<file path="src/rtl/cpu_speed_pkg.sv">
// rtl/cpu_speed_pkg.sv - shared types and constants for the CPU speed policy controller
//
// Contents:
//   speed_state_t  : speed controller FSM states (LS, TO_HS, HS, TO_LS)
//   TURBO_BIT, DIV_LSB, ERRCLR_BIT : control register bit positions
//   *_DEF          : default address map and timing constants
//   in_slow_page() : unsigned page range test for the slow region
package cpu_speed_pkg;

  typedef enum logic [1:0] {
    LS    = 2'd0,
    TO_HS = 2'd1,
    HS    = 2'd2,
    TO_LS = 2'd3
  } speed_state_t;

  localparam int TURBO_BIT  = 0;
  localparam int DIV_LSB    = 1;
  localparam int ERRCLR_BIT = 7;

  localparam logic [7:0]  LS_BASE_DEF   = 8'hFC;
  localparam logic [7:0]  LS_TOP_DEF    = 8'hFE;
  localparam logic [15:0] CTRL_ADDR_DEF = 16'hFE3F;
  localparam int          HOLDOFF_DEF   = 16;
  localparam int          TIMEOUT_DEF   = 255;

  function automatic logic in_slow_page(input logic [7:0] page,
                                        input logic [7:0] base,
                                        input logic [7:0] top);
    return (page >= base) && (page <= top);
  endfunction

endpackage

</file>
<file path="src/rtl/cpu_speed_ctrl_sync2.sv">
// rtl/cpu_speed_ctrl_sync2.sv - two-flop synchronizer for switch status inputs
//
// Ports:
//   clk : destination clock
//   rst : synchronous active-high reset, clears both flops
//   d   : asynchronous input
//   q   : synchronized output, two clk edges behind d
module sync2 (
  input  logic clk,
  input  logic rst,
  input  logic d,
  output logic q
);

  logic meta;

  always_ff @(posedge clk) begin
    if (rst) begin
      meta <= 1'b0;
      q    <= 1'b0;
    end else begin
      meta <= d;
      q    <= meta;
    end
  end

endmodule

</file>
<file path="src/rtl/cpu_speed_ctrl.sv">
// rtl/cpu_speed_ctrl.sv - PHI2 clock switch policy controller (slow/fast CPU clock selection)
//
// Optional feature macro: CPU_DIV_REG_EN (divider select register; when
// undefined cpuclk_div_sel is tied to 2'b00 and wdata[2:1] is ignored).
//
// Ports:
//   hsclk_in       : fast clock, all logic on its rising edge
//   rst            : synchronous active-high reset
//   addr_vld       : one-cycle strobe qualifying addr/rnw/wdata
//   addr           : CPU address
//   rnw            : 1 = read, 0 = write
//   wdata          : CPU write data (control register writes)
//   hsclk_selected : switch status, asynchronous
//   lsclk_selected : switch status, asynchronous
//   hsclk_sel      : fast clock request to the switch (registered)
//   cpuclk_div_sel : divider select to the switch (registered)
//   busy           : switch handshake in progress (registered)
//   err            : sticky acknowledge timeout (registered)
module cpu_speed_ctrl
  import cpu_speed_pkg::*;
#(
  parameter logic [7:0]  LS_BASE   = LS_BASE_DEF,
  parameter logic [7:0]  LS_TOP    = LS_TOP_DEF,
  parameter logic [15:0] CTRL_ADDR = CTRL_ADDR_DEF,
  parameter int          HOLDOFF   = HOLDOFF_DEF,
  parameter int          TIMEOUT   = TIMEOUT_DEF
) (
  input  logic        hsclk_in,
  input  logic        rst,
  input  logic        addr_vld,
  input  logic [15:0] addr,
  input  logic        rnw,
  input  logic [7:0]  wdata,
  input  logic        hsclk_selected,
  input  logic        lsclk_selected,
  output logic        hsclk_sel,
  output logic [1:0]  cpuclk_div_sel,
  output logic        busy,
  output logic        err
);

  localparam logic [7:0] HOLDOFF_LD   = 8'(HOLDOFF);
  localparam logic [7:0] TIMEOUT_LAST = 8'(TIMEOUT - 1);

  speed_state_t state, state_next;

  logic       hit;
  logic       ctrl_wr;
  logic       hs_ack;
  logic       ls_ack;
  logic       turbo_en;
  logic       pending;
  logic [7:0] holdoff;
  logic [7:0] wait_cnt;
  logic       waiting;
  logic       ack_done;
  logic       tmo_fire;
  logic       hsclk_sel_d;
  logic       busy_d;

  assign hit     = addr_vld & in_slow_page(addr[15:8], LS_BASE, LS_TOP);
  assign ctrl_wr = addr_vld & ~rnw & (addr == CTRL_ADDR);

  sync2 u_sync_hs (
    .clk (hsclk_in),
    .rst (rst),
    .d   (hsclk_selected),
    .q   (hs_ack)
  );

  sync2 u_sync_ls (
    .clk (hsclk_in),
    .rst (rst),
    .d   (lsclk_selected),
    .q   (ls_ack)
  );

  assign waiting  = (state == TO_HS) || (state == TO_LS);
  // Leaving slow needs the fast side confirmed; leaving fast needs the slow
  // side confirmed with the fast side released (break before make).
  assign ack_done = ((state == TO_HS) & hs_ack) |
                    ((state == TO_LS) & ls_ack & ~hs_ack);
  // An acknowledge arriving on the last allowed cycle still completes.
  assign tmo_fire = waiting & ~ack_done & (wait_cnt == TIMEOUT_LAST);

  // State register
  always_ff @(posedge hsclk_in) begin
    if (rst) begin
      state <= LS;
    end else begin
      state <= state_next;
    end
  end

  // Next-state logic
  always_comb begin
    state_next = state;
    case (state)
      LS: begin
        if (turbo_en && (holdoff == 8'd0) && !hit) state_next = TO_HS;
      end
      TO_HS: begin
        if (ack_done)      state_next = HS;
        else if (tmo_fire) state_next = LS;
      end
      HS: begin
        // A hit seen during TO_HS is remembered in pending and forces the exit.
        if (hit || !turbo_en || pending) state_next = TO_LS;
      end
      TO_LS: begin
        if (ack_done || tmo_fire) state_next = LS;
      end
      default: state_next = LS;
    endcase
  end

  // Output decode from the next state so the registered outputs track state
  always_comb begin
    hsclk_sel_d = (state_next == TO_HS) || (state_next == HS);
    busy_d      = (state_next == TO_HS) || (state_next == TO_LS);
  end

  always_ff @(posedge hsclk_in) begin
    if (rst) begin
      hsclk_sel <= 1'b0;
      busy      <= 1'b0;
      err       <= 1'b0;
      turbo_en  <= 1'b0;
      pending   <= 1'b0;
      holdoff   <= HOLDOFF_LD;
      wait_cnt  <= 8'd0;
    end else begin
      hsclk_sel <= hsclk_sel_d;
      busy      <= busy_d;

      if (tmo_fire)                             err <= 1'b1;
      else if (ctrl_wr && wdata[ERRCLR_BIT])    err <= 1'b0;

      if (ctrl_wr) turbo_en <= wdata[TURBO_BIT];

      // Reload beats the decrement when a hit lands on the expiring cycle.
      if (hit || tmo_fire)                            holdoff <= HOLDOFF_LD;
      else if ((state == LS) && (holdoff != 8'd0))    holdoff <= holdoff - 8'd1;

      if (state_next != state) wait_cnt <= 8'd0;
      else if (waiting)        wait_cnt <= wait_cnt + 8'd1;

      if ((state_next == LS) || (state_next == TO_LS)) pending <= 1'b0;
      else if ((state == TO_HS) && hit)                pending <= 1'b1;
    end
  end

`ifdef CPU_DIV_REG_EN
  logic [1:0] div_req;
  logic [1:0] div_req_d;
  logic       unused_wdata;

  assign div_req_d    = ctrl_wr ? wdata[DIV_LSB +: 2] : div_req;
  assign unused_wdata = ^wdata[6:3];

  // The divider may only move while the fast clock is idle, i.e. in LS.
  always_ff @(posedge hsclk_in) begin
    if (rst) begin
      div_req        <= 2'b00;
      cpuclk_div_sel <= 2'b00;
    end else begin
      div_req <= div_req_d;
      if (state_next == LS) cpuclk_div_sel <= div_req_d;
    end
  end
`else
  logic unused_wdata;

  assign unused_wdata   = ^wdata[6:1];
  assign cpuclk_div_sel = 2'b00;
`endif

endmodule

</file>
<file path="config.mk">
export PLATFORM = sky130hd
export DESIGN_NAME = cpu_speed_ctrl
export DESIGN_NICKNAME = d
export VERILOG_FILES = /design/src/rtl/cpu_speed_pkg.sv /design/src/rtl/cpu_speed_ctrl_sync2.sv /design/src/rtl/cpu_speed_ctrl.sv
export SDC_FILE = /design/constraint.sdc
export NUM_CORES = 1
export LEC_CHECK = 0
export CAP_MARGIN = 40
export CORE_ASPECT_RATIO = 1.1
export CORE_UTILIZATION = 50
export CTS_BUF_LIST = sky130_fd_sc_hd__clkbuf_2
export CTS_CLUSTER_SIZE = 25
export DETAILED_ROUTE_END_ITERATION = 10
export PLACE_DENSITY = 0.92
export SETUP_SLACK_MARGIN = 0.05
export SYNTH_ARGS = -nofsm -noshare
export SYNTH_HDL_FRONTEND = slang
export SYNTH_SLANG_ARGS = --single-unit
</file>
<file path="constraint.sdc">
create_clock -name hsclk_in -period 3 [get_ports hsclk_in]
set_clock_uncertainty 0.15 [all_clocks]
set_input_delay 0.75 -clock hsclk_in [delete_from_list [all_inputs] [get_ports hsclk_in]]
set_output_delay 0.75 -clock hsclk_in [all_outputs]
set_load 0.005 [all_outputs]
</file>
# Word-level counts from Yosys, hierarchy flattened
# Cells that the tools add are included.
dict set report classes {
  n_lt_le_gt_ge 2
  add_sub_neg 2
  n_reduce_logical 24
  n_bitwise 12
  mux 8
  eq_ne 9
}
# cell count
set ops {}
lappend ops {{== test 16 bit (second input constant)} 1}
lappend ops {{2-to-1 mux 2 bit} 5}
lappend ops {{adder 8 x 1 -> 8 bit (second input constant)} 1}
lappend ops {{bitwise AND 1 bit} 8}
lappend ops {{== test 2 bit (second input constant)} 4}
lappend ops {{== test 8 bit (second input constant)} 1}
lappend ops {{greater-or-equal comparator 8 bit (second input constant)} 1}
lappend ops {{less-or-equal comparator 8 bit (second input constant)} 1}
lappend ops {{zero test 8 bit} 1}
lappend ops {{logical OR 1 bit} 8}
lappend ops {{case mux 2 bit (4 select lines)} 1}
lappend ops {{nonzero test 8 bit} 1}
lappend ops {{subtractor 8 x 1 -> 8 bit (second input constant)} 1}
lappend ops {{logical AND 1 bit} 6}
lappend ops {{OR reduction 2 bit} 3}
lappend ops {{== test 2 x 1 -> 1 bit (second input constant)} 2}
lappend ops {{zero test 2 bit} 2}
lappend ops {{NOT 1 bit} 3}
lappend ops {{zero test 1 bit} 2}
lappend ops {{2-to-1 mux 1 bit} 2}
lappend ops {{!= test 2 bit} 1}
lappend ops {{nonzero test 2 bit} 1}
lappend ops {{bitwise OR 1 bit} 1}
dict set report totals {
  regBits 27
  wordCells 69
}

# Depth between registers and ports, before layout
# Gate-level depths: netlist (run 1).
dict set report depth {
  depth_word 13
  ltp_mapped 9
  depth_no_buf 9
}

# Cells and area by module
# A second synthesis (run 1) with hierarchy kept.
dict set report unflattened {
  cells_unflattened 144
  hier_area_um2 1286.2
}
# mod cells_per_inst instances area_per_inst_um2
set modules_own_cells {}
lappend modules_own_cells {cpu_speed_ctrl 136 1 1181.1}
lappend modules_own_cells {sync2 4 2 52.6}

# Worst setup path before layout (run 1)
# No wires, ideal clock.
dict set report synth_path {
  kind {in2reg}
  start {in addr_vld}
  end {reg pending}
  arrival_time_ps 2082
  t_required_ps 2735
  cell_stages 7
  setup_ps 115
  n_path_buf 0
  slack_ps 654
  cell_sequence {and4_1 > a31o_2 > mux2i_1 > and4_1 > ha_1 > nor2b_1 > o21a_1}
}
dict set report synth_between {
  elab_chain_len 8
}
# element line
set synth_rtl {}
lappend synth_rtl {{start: declaration} cpu_speed_ctrl.sv:30} ;# input logic addr_vld,
lappend synth_rtl {{bitwise AND 1 bit *} cpu_speed_ctrl.sv:61} ;# assign hit = addr_vld & in_slow_page(addr[15:8], LS_BASE, LS_TOP);
lappend synth_rtl {{logical OR 1 bit / zero test 1 bit (equally long branches)} {cpu_speed_ctrl.sv:108, cpu_speed_ctrl.sv:100}}
lappend synth_rtl {{logical OR 1 bit / logical AND 1 bit (equally long branches)} {cpu_speed_ctrl.sv:108, cpu_speed_ctrl.sv:100}}
lappend synth_rtl {{2-to-1 mux 2 bit, on equally long branches} {cpu_speed_ctrl.sv:108, cpu_speed_ctrl.sv:100}}
lappend synth_rtl {{case mux 2 bit (4 select lines) *} cpu_speed_ctrl.sv:98} ;# case (state)
lappend synth_rtl {{net state_next[0]} cpu_speed_ctrl.sv:45} ;# speed_state_t state, state_next;
lappend synth_rtl {{== test 2 bit / zero test 2 bit (equally long branches)} cpu_speed_ctrl.sv:148} ;# if ((state_next == LS) || (state_next == TO_LS)) pending <= 1'b0;
lappend synth_rtl {{logical OR 1 bit *} cpu_speed_ctrl.sv:148}
lappend synth_rtl {{OR reduction 2 bit (no source line) *} --}
lappend synth_rtl {{end signal: assignment} cpu_speed_ctrl.sv:129} ;# pending <= 1'b0;
lappend synth_rtl {{end signal: assignment} cpu_speed_ctrl.sv:148}
lappend synth_rtl {{end signal: assignment} cpu_speed_ctrl.sv:149} ;# else if ((state == TO_HS) && hit) pending <= 1'b1;
lappend synth_rtl {{end: declaration} cpu_speed_ctrl.sv:52} ;# logic pending;
# The timed path passes the listed nets; every way through them passes the cells marked *.
# A chain may end at the register's enable or synchronous reset.

# Final worst setup path (run 1)
dict set report layout_path {
  start {in addr[11]}
  end {reg pending}
}
dict set report layout_between {
  elab_chain_len 10
}
# element line
set layout_rtl {}
lappend layout_rtl {{start: declaration} cpu_speed_ctrl.sv:31} ;# input logic [15:0] addr,
lappend layout_rtl {{greater-or-equal comparator 8 bit / less-or-equal comparator 8 bit (equally long branches)} cpu_speed_pkg.sv:30} ;# return (page >= base) && (page <= top);
lappend layout_rtl {{logical AND 1 bit *} cpu_speed_pkg.sv:30}
lappend layout_rtl {{bitwise AND 1 bit *} cpu_speed_ctrl.sv:61}
lappend layout_rtl {{logical OR 1 bit / zero test 1 bit (equally long branches)} {cpu_speed_ctrl.sv:108, cpu_speed_ctrl.sv:100}}
lappend layout_rtl {{logical OR 1 bit / logical AND 1 bit (equally long branches)} {cpu_speed_ctrl.sv:108, cpu_speed_ctrl.sv:100}}
lappend layout_rtl {{2-to-1 mux 2 bit, on equally long branches} {cpu_speed_ctrl.sv:108, cpu_speed_ctrl.sv:100}}
lappend layout_rtl {{case mux 2 bit (4 select lines) *} cpu_speed_ctrl.sv:98}
lappend layout_rtl {{net state_next[0]} cpu_speed_ctrl.sv:45}
lappend layout_rtl {{== test 2 bit / zero test 2 bit (equally long branches)} cpu_speed_ctrl.sv:148}
lappend layout_rtl {{logical OR 1 bit *} cpu_speed_ctrl.sv:148}
lappend layout_rtl {{OR reduction 2 bit (no source line) *} --}
# Marks and branches as above.

==> results of run 1 <==
-- registers in the layout, summed over array words and instances (netlist names) --
signal and count:
holdoff 8, hsclk_sel 1, state 2, pending 1
u_sync_hs.meta 1, err 1, turbo_en 1, u_sync_ls.meta 1
busy 1, u_sync_ls.q 1, wait_cnt 8, u_sync_hs.q 1
-- layout by cell type, fill, tap and decap left out, types with 6 or more instances in the layout --
master,n
dfxtp_1,27
clkdlybuf4s50_1,26
nor2_1,16
nor3_1,7
inv_1,6
nor2b_1,6
nand4_1,6
nand2_1,6
-- worst max-delay path: stages --
cell,delay (ns)
clkdlybuf4s50_1,0.45
and4_1,0.27
a31o_2,0.23
mux2i_1,0.24
and4_1,0.26
ha_1,0.23
nor2b_1,0.15
o21a_1,0.12
-- report_power, final --
part | internal, mW | leakage, nW | switching, mW | total, mW
clock | 0.0352 | 0.0166 | 0.103 | 0.138
combinational | 0.130 | 0.363 | 0.115 | 0.244
sequential | 0.400 | 0.220 | 0.0476 | 0.448
-- logic make-up (layout without fill, tap and decap cells) --
kind of cell / after synthesis / in the layout / share of synthesized area
AND/OR/NAND/NOR: 64 / 64 / 0.271
XOR/XNOR: 9 / 9 / 0.0585
buffers and inverters: 12 / 39 / 0.0399
flip-flops: 27 / 27 / 0.401
AO/OA/AOI/OAI: 28 / 28 / 0.173
multiplexers: 1 / 1 / 0.00743
other: 1 / 2 / 0.00278
adder cells (fa/ha/maj): 5 / 5 / 0.0464
-- through the flow --
step	std cells	power, mW	util
final	206	0.830	0.656
after global routing	206	0.882	0.656
after CTS	206	0.833	0.656
after detailed placement	202	0.700	0.648
after global placement	202	0.680	0.648
after floorplan	148	0.626	-
-- final cells by class --
class / instances / area share
well taps: 31 / 0.0234
clock buffers: 4 / 0.0121
multi-input cells: 109 / 0.458
repair buffers: 27 / 0.162
flip-flops and latches: 27 / 0.327
inverters: 8 / 0.0182
-- layer usage --
metal	global-route usage	up-vias
li1	-	592
met1	0.271	554
met2	0.399	27
met3	0.0325	11
met4	0.143	0
met5	0	-
-- worst min-delay path by stage --
stage,startpoint,end,slack [ns]
2_1_floorplan,u_sync_hs.meta,u_sync_hs.q,0.26
3_3_place_gp,u_sync_hs.meta,u_sync_hs.q,0.27
3_5_place_dp,u_sync_hs.meta,u_sync_hs.q,0.28
4_1_cts,u_sync_hs.meta,u_sync_hs.q,0.32
5_1_grt,u_sync_hs.meta,u_sync_hs.q,0.34
6_report,u_sync_hs.meta,u_sync_hs.q,0.31
==> impl_metrics.py, run 1 <==
metrics = {
    "worst_setup_path": {
        "path_class": "input pin to flop",
        "required_ns": 3.14,
        "r2r_start": "holdoff[0]",
        "critPathLaunchType": "input pin",
        "endpoint": "pending",
        "r2r_setup_slack_ns": 0.45,
        "regToRegEndpoint": "pending",
        "critPathArrivalTime_ns": 2.71,
        "end_kind": "flop",
        "reg2reg_depth": 8,
        "startpoint": "addr[11]",
        "worst-path-max-fanout": 4,
    },
    "cts": {
        "clockBufferDepth": 2,
        "htree_num_levels": 1,
        "postCtsSetupRepairBufs": 0,
        "cts_hold_buf": 0,
        "clock_sinks": 27,
        "tritoncts": "yes",
        "root_buffer": "clkbuf_2",
        "clkLatencyLatePin_ns": 0.35,
        "clk_pin_slew_worst_paths_ns": 0.24,
        "cts_buffers": 3,
        "cts_resized": 0,
    },
    "synthesis": {
        "avgSynthCellArea_um2": 9.17,
        "synth_seq_area_share": 0.401,
        "synth.most_common_cell": "dfxtp_1",
        "yosysTopAreaCellShare": 0.401,
        "synth_seq_cells": 27,
        "synth_area_um2": 1350,
        "ys_async_sr_fraction": 0,
        "synth-edff-count": 0,
        "synthFlopType": "dfxtp_1",
        "synthCells": 147,
        "yosysUniqueCellTypes": 48,
        "yosys_warnings": 0,
        "synth_commonest_cells": "dfxtp_1 (27), nor2_1 (16), nor3_1 (7)",
        "yosysTopAreaCell": "dfxtp_1",
        "synth.area.top_cells": "dfxtp_1 (40%), ha_1 (4.6%), nor2_1 (4.5%)",
    },
    "cells_and_area": {
        "antennaDiodeCount": 0,
        "nets": 211,
        "seqCellArea_um2": 541,
        "final_cell_area_um2": 1650,
        "drive_above_1_share": 0.0800,
        "multi_input_area_um2": 757,
        "fillCellCount": 221,
        "area_growth_pct": 22.7,
    },
    "placement": {
        "numPortBuffers": 26,
        "gp_congestion": 0.805,
        "dp.final_hpwl_mm": 2.33,
        "place_ws_ns": 0.0332,
        "placed_area_um2": 1630,
    },
    "grt": {
        "grtUsageTotal": 0.235,
        "grt_start_max_net_pins": 15,
        "grt_pass1_wl_mm": 5.05,
        "overflow": 0,
        "first_global_vias": 1190,
        "antenna_found_initial": 0,
    },
    "floorplan": {
        "die_h_um": 56.5,
        "dieArea_um2": 2910,
        "die_w_um": 51.5,
        "pin_count": 35,
        "coreArea_um2": 2520,
        "num_rows": 19,
        "initial_core_util": 0.535,
    },
    "drt": {
        "first_iter_violations": 20,
        "via_per_inst": 5.75,
        "highest_layer": "met4",
        "via_count": 1184,
        "drt-pass1-iter-count": 4,
        "wl_met2_mm": 1.52,
        "wl_per_cell_um": 14.0,
        "wl_met3_um": 68,
        "route.detailed.drc": 0,
        "final_antenna_net_count": 0,
        "wl_met1_mm": 1.19,
        "drt_wl_total_mm": 2.88,
    },
    "power": {
        "p_leak_nw": 0.599,
        "powerDensity_nw_per_um2": 502,
        "peakVddDrop_v": 0.000397,
    },
    "hold_path": {
        "min_path_type": "flop to flop",
        "min_path_cells": 1,
    },
    "timing": {
        "fin_crit_sh": 0.856,
        "layout_min_cycle_time_ns": 2.57,
        "hold_viol_final": 0,
        "rsz0062_at_grt": "false",
        "hold_ws_ns": 0.313,
        "max_freq_mhz": 390,
        "finalSetupViolCount": 0,
        "final-max-slew-violation-count": 0,
        "tns_ns": 0,
        "fin_ws_ns": 0.433,
    },
    "outcome": {
        "status": "finished, final reports clean",
    },
    "run": {
        "maxCapViolations": 0,
    },
}
No activity file was read; power rests on OpenSTA's default activity.
==> run 2, diff against run 1 <==
clock period = 2.86 ns   (was 3 ns; I/O delays follow)
==> run 2 against run 1 <==
Net effect:
- wire length decreased by 3.9%
- critical path depth unchanged
- sequential share of layout area decreased by 0.29 points
- register-to-register slack got worse by 0.04 ns
- combinational power increased by 5%
- power increased by 4.8%
- final cell count increased by 0.97%
- via count increased by 2.0%
- die area unchanged
- critical endpoint unchanged
- largest power group unchanged
- sequential power increased by 4.9%
==> impl_metrics.py, run 2 (synthesis results as in run 1) <==
metrics = {
    "outcome": {
        "status": "finished, final reports clean",
    },
    "cts": {
        "postCtsSetupRepairBufs": 0,
        "tritoncts": "yes",
        "clk_pin_slew_worst_paths_ns": 0.25,
        "root_buffer": "clkbuf_2",
        "cts_hold_buf": 0,
        "cts_resized": 0,
        "clock_sinks": 27,
        "cts_buffers": 3,
        "htree_num_levels": 1,
        "clockBufferDepth": 2,
        "clkLatencyLatePin_ns": 0.36,
    },
    "timing": {
        "tns_ns": 0,
        "finalSetupViolCount": 0,
        "hold_ws_ns": 0.316,
        "rsz0062_at_grt": "false",
        "layout_min_cycle_time_ns": 2.45,
        "final-max-slew-violation-count": 0,
        "fin_crit_sh": 0.857,
        "hold_viol_final": 0,
        "max_freq_mhz": 408,
    },
    "worst_setup_path": {
        "path_class": "input pin to flop",
        "end_kind": "flop",
        "worst-path-max-fanout": 4,
        "critPathArrivalTime_ns": 2.60,
        "required_ns": 3.01,
        "critPathLaunchType": "input pin",
        "reg2reg_depth": 8,
    },
    "drt": {
        "via_count": 1208,
        "final_antenna_net_count": 0,
        "drt-pass1-iter-count": 4,
        "wl_per_cell_um": 13.3,
        "drt_wl_total_mm": 2.77,
        "first_iter_violations": 29,
        "via_per_inst": 5.81,
        "route.detailed.drc": 0,
    },
    "grt": {
        "first_global_vias": 1230,
        "antenna_found_initial": 0,
        "grt_start_max_net_pins": 16,
        "grt_pass1_wl_mm": 5.20,
        "grtUsageTotal": 0.231,
        "overflow": 0,
    },
    "cells_and_area": {
        "drive_above_1_share": 0.0904,
        "final_common_cell": "dfxtp_1",
        "final_cell_mix": "dfxtp_1 (27), clkdlybuf4s50_1 (26), nor2_1 (16), nor3_1 (7)",
        "area_growth_pct": 23.9,
        "fillCellCount": 209,
        "nets": 213,
        "antennaDiodeCount": 0,
        "layoutNonFillerInstCount": 208,
        "top_regs": "holdoff: 8 flops, wait_cnt: 8 flops, state: 2 flops",
    },
    "placement": {
        "dp.cells": 204,
        "numPortBuffers": 26,
        "gp_congestion": 0.852,
        "dp.final_hpwl_mm": 2.21,
    },
    "power": {
        "p_leak_nw": 0.608,
        "powerDensity_nw_per_um2": 521,
        "peakVddDrop_v": 0.000537,
        "power_mw": 0.870,
    },
    "floorplan": {
        "die_h_um": 56.5,
        "num_rows": 19,
        "die_w_um": 51.5,
        "pin_count": 35,
        "coreArea_um2": 2520,
        "initial_core_util": 0.535,
        "dieArea_um2": 2910,
    },
    "run": {
        "maxCapViolations": 0,
    },
    "hold_path": {
        "min_path_cells": 1,
        "min_path_type": "flop to flop",
    },
}
## run 2: cell types whose count changed in the layout (fill, tap and decap cells not counted), sizes merged
cell / delta
clkbuf: -1
clkinv: +1
buf: +2
## run 2: worst max-delay path: stages
cell and delay, ns:
clkdlybuf4s50_1 0.45, and4_1 0.25, a31o_2 0.20, mux2i_1 0.22, and4_1 0.26, ha_1 0.24
nor2b_1 0.14, o21a_1 0.12
## run 2: metal layers
layer,share of wire,GRT usage
met5,0,0
met3,0.028,0.0352
met1,0.43,0.282
met2,0.51,0.386
met4,0.032,0.116
## run 2: stage by stage
stage          instance area (um^2)  setup WS, ns  utilization
4_1_cts                        1670         0.376        0.662
3_3_place_gp                   1650        0.0186        0.654
2_1_floorplan                  1350         0.549            -
5_1_grt                        1670         0.241        0.662
3_5_place_dp                   1650       -0.0176        0.654
6_report                       1670         0.409        0.662
## run 2: cell type report
| class | count | area, um^2 | share of cell area |
|---|---|---|---|
| Timing Repair Buffer | 29 | 283 | 0.169 |
| Sequential cell | 27 | 541 | 0.324 |
| Clock buffer | 3 | 15.0 | 0.00900 |
| Multi-Input combinational cell | 109 | 757 | 0.454 |
| Tap cell | 31 | 38.8 | 0.0232 |
| Clock inverter | 1 | 5.00 | 0.00300 |
| Inverter | 8 | 30.0 | 0.0180 |
## run 2: worst paths after layout
| kind | start | end | slack, ns |
|---|---|---|---|
| worst max register to register | holdoff[0] | pending | 0.41 |
| worst min register to register | u_sync_hs.meta | u_sync_hs.q | 0.32 |
| worst max-delay path | addr_vld | pending | 0.41 |
| worst min-delay path | u_sync_hs.meta | u_sync_hs.q | 0.32 |
## run 2: where the power goes
part           switching (mW)  internal (mW)  leakage (nW)
Combinational           0.120          0.137         0.372
Clock                   0.112         0.0317        0.0164
Sequential             0.0503          0.420         0.220
Total                   0.282          0.588         0.608
==> run 3, diff against run 2 <==
CORE_UTILIZATION = 35   (was 50)
PLACE_DENSITY = 0.71   (was 0.92)
==> run 3 against run 2 <==
Net effect:
- flip-flop and latch count stayed put
- critical path depth stayed put
- clock-buffer cell count is 1 higher
- sequential power hardly changed
- clock power hardly changed
- worst setup slack worse by 0.064 ns
- sequential share of layout area is 0.60 points lower
- final cell count is 9.6% higher
- fmax is 2.5% lower
- non-clock buffer count is 1 higher
- utilization is 20 points lower
- largest power group unchanged
==> impl_metrics.py, run 3 (synthesis results as in run 1) <==
metrics = {
    "cells_and_area": {
        "area_growth_pct": 26.2,
        "final_cell_mix": "dfxtp_1 (27), clkdlybuf4s50_1 (26), nor2_1 (16), nor3_1 (7)",
        "seqCellArea_um2": 541,
        "top_regs": "holdoff: 8 flops, wait_cnt: 8 flops, state: 2 flops",
        "final_common_cell": "dfxtp_1",
        "drive_above_1_share": 0.0955,
        "final_cell_area_um2": 1700,
        "multi_input_area_um2": 757,
        "nets": 214,
        "antennaDiodeCount": 0,
        "post-route-util": 0.465,
        "fillCellCount": 359,
    },
    "worst_setup_path": {
        "worst-path-max-fanout": 5,
        "r2r_setup_slack_ns": 0.34,
        "regToRegEndpoint": "pending",
        "crit_top_cell": "ha_1",
        "path_class": "flop to flop",
        "endpoint": "pending",
        "crit_chain": "inv_1, ha_1, or3b_2, o21ai_1, and4_1, ha_1, nor2b_1, o21a_1",
        "startpoint": "holdoff[0]",
        "critPathArrivalTime_ns": 2.64,
        "end_kind": "flop",
        "critPathLaunchType": "flop",
        "max_stage_delay_ns": 0.50,
        "required_ns": 2.99,
        "r2r_start": "holdoff[0]",
        "reg2reg_depth": 8,
        "crit_slowest_cell": "or3b_2",
    },
    "placement": {
        "dp.final_hpwl_mm": 2.31,
        "numPortBuffers": 26,
        "gp_congestion": 0.826,
        "placed_area_um2": 1680,
    },
    "cts": {
        "clk_pin_slew_worst_paths_ns": 0.24,
        "clkLatencyLatePin_ns": 0.34,
        "clock_sinks": 27,
        "clockBufferDepth": 2,
        "htree_num_levels": 1,
        "root_buffer": "clkbuf_2",
        "postCtsSetupRepairBufs": 0,
        "cts_buffers": 3,
        "cts_hold_buf": 0,
        "tritoncts": "yes",
        "cts_resized": 0,
    },
    "floorplan": {
        "die_w_um": 61.2,
        "pin_count": 35,
        "dieArea_um2": 4100,
        "coreArea_um2": 3650,
        "die_h_um": 67.1,
        "initial_core_util": 0.369,
        "num_rows": 23,
    },
    "grt": {
        "grtUsageTotal": 0.153,
        "grt_pass1_wl_mm": 4.75,
        "antenna_found_initial": 0,
        "grt_start_max_net_pins": 15,
        "overflow": 0,
        "first_global_vias": 1166,
    },
    "power": {
        "seq_power_share": 0.539,
        "peakVddDrop_v": 0.000225,
        "powerDensity_nw_per_um2": 512,
        "power_frac_comb": 0.299,
        "p_leak_nw": 0.613,
        "p_int_mw": 0.595,
        "p_clk_frac": 0.162,
        "p_sw_mw": 0.276,
        "power_mw": 0.870,
        "swShare": 0.317,
    },
    "outcome": {
        "status": "finished, final reports clean",
    },
    "timing": {
        "fin_crit_sh": 0.879,
        "finalSetupViolCount": 0,
        "final-max-slew-violation-count": 0,
        "rsz0062_at_grt": "false",
        "hold_viol_final": 0,
        "hold_ws_ns": 0.311,
        "layout_min_cycle_time_ns": 2.52,
        "max_freq_mhz": 398,
        "tns_ns": 0,
    },
    "drt": {
        "drt-pass1-iter-count": 4,
        "first_iter_violations": 58,
        "drt_wl_total_mm": 2.92,
        "via_per_inst": 5.31,
        "route.detailed.drc": 0,
        "wl_per_cell_um": 12.8,
        "via_count": 1210,
        "final_antenna_net_count": 0,
    },
    "hold_path": {
        "min_path_type": "flop to flop",
        "hold_start": "u_sync_ls.meta",
    },
    "run": {
        "maxCapViolations": 0,
    },
}
-- run 3: worst min-delay path by stage --
| stage | slack (ns) | cells after the start | to |
|---|---|---|---|
| 6_report | 0.31 | 1 | u_sync_ls.q |
| 2_1_floorplan | 0.26 | 1 | u_sync_hs.q |
| 3_3_place_gp | 0.27 | 1 | u_sync_hs.q |
| 3_5_place_dp | 0.27 | 1 | u_sync_ls.q |
| 5_1_grt | 0.33 | 1 | u_sync_ls.q |
| 4_1_cts | 0.31 | 1 | u_sync_ls.q |
-- run 3: power groups by stage --
| stage | registers (mW) | logic, mW | clock network, mW |
|---|---|---|---|
| after global placement | 0.472 | 0.247 | 0 |
| after floorplan | 0.465 | 0.192 | 0 |
| after global routing | 0.476 | 0.291 | 0.163 |
| after detailed placement | 0.476 | 0.259 | 0 |
| after CTS | 0.468 | 0.263 | 0.150 |
| final | 0.469 | 0.260 | 0.141 |
-- run 3: metrics by stage --
| stage | worst slack [ns] | instances |
|---|---|---|
| 3_3_place_gp | 0.0635 | 224 |
| 2_1_floorplan | 0.549 | 148 |
| 3_5_place_dp | 0.0235 | 224 |
| 5_1_grt | 0.246 | 228 |
| 6_report | 0.345 | 228 |
| 4_1_cts | 0.329 | 228 |
-- run 3: layout make-up --
class / count / area share
well taps: 50 / 0.0368
flip-flops and latches: 27 / 0.318
clock buffers: 4 / 0.0118
inverters: 8 / 0.0177
repair buffers: 30 / 0.171
multi-input cells: 109 / 0.445
-- run 3: worst max-delay path, delay by kind of cell (launching register included) --
family	cells	cell delay (ns)
simple gates	3	0.95
fa+ha+maj	2	0.46
flops	1	0.41
buf+inv	1	0.08
compound gates	2	0.42
-- run 3: routing by layer --
metal | track usage | vias up | part of all wire
met3 | 0.0194 | 2 | 0.059
met1 | 0.162 | 566 | 0.43
met4 | 0.0511 | 0 | 0.0072
met5 | 0 | - | 0
met2 | 0.298 | 40 | 0.51
li1 | - | 602 | -
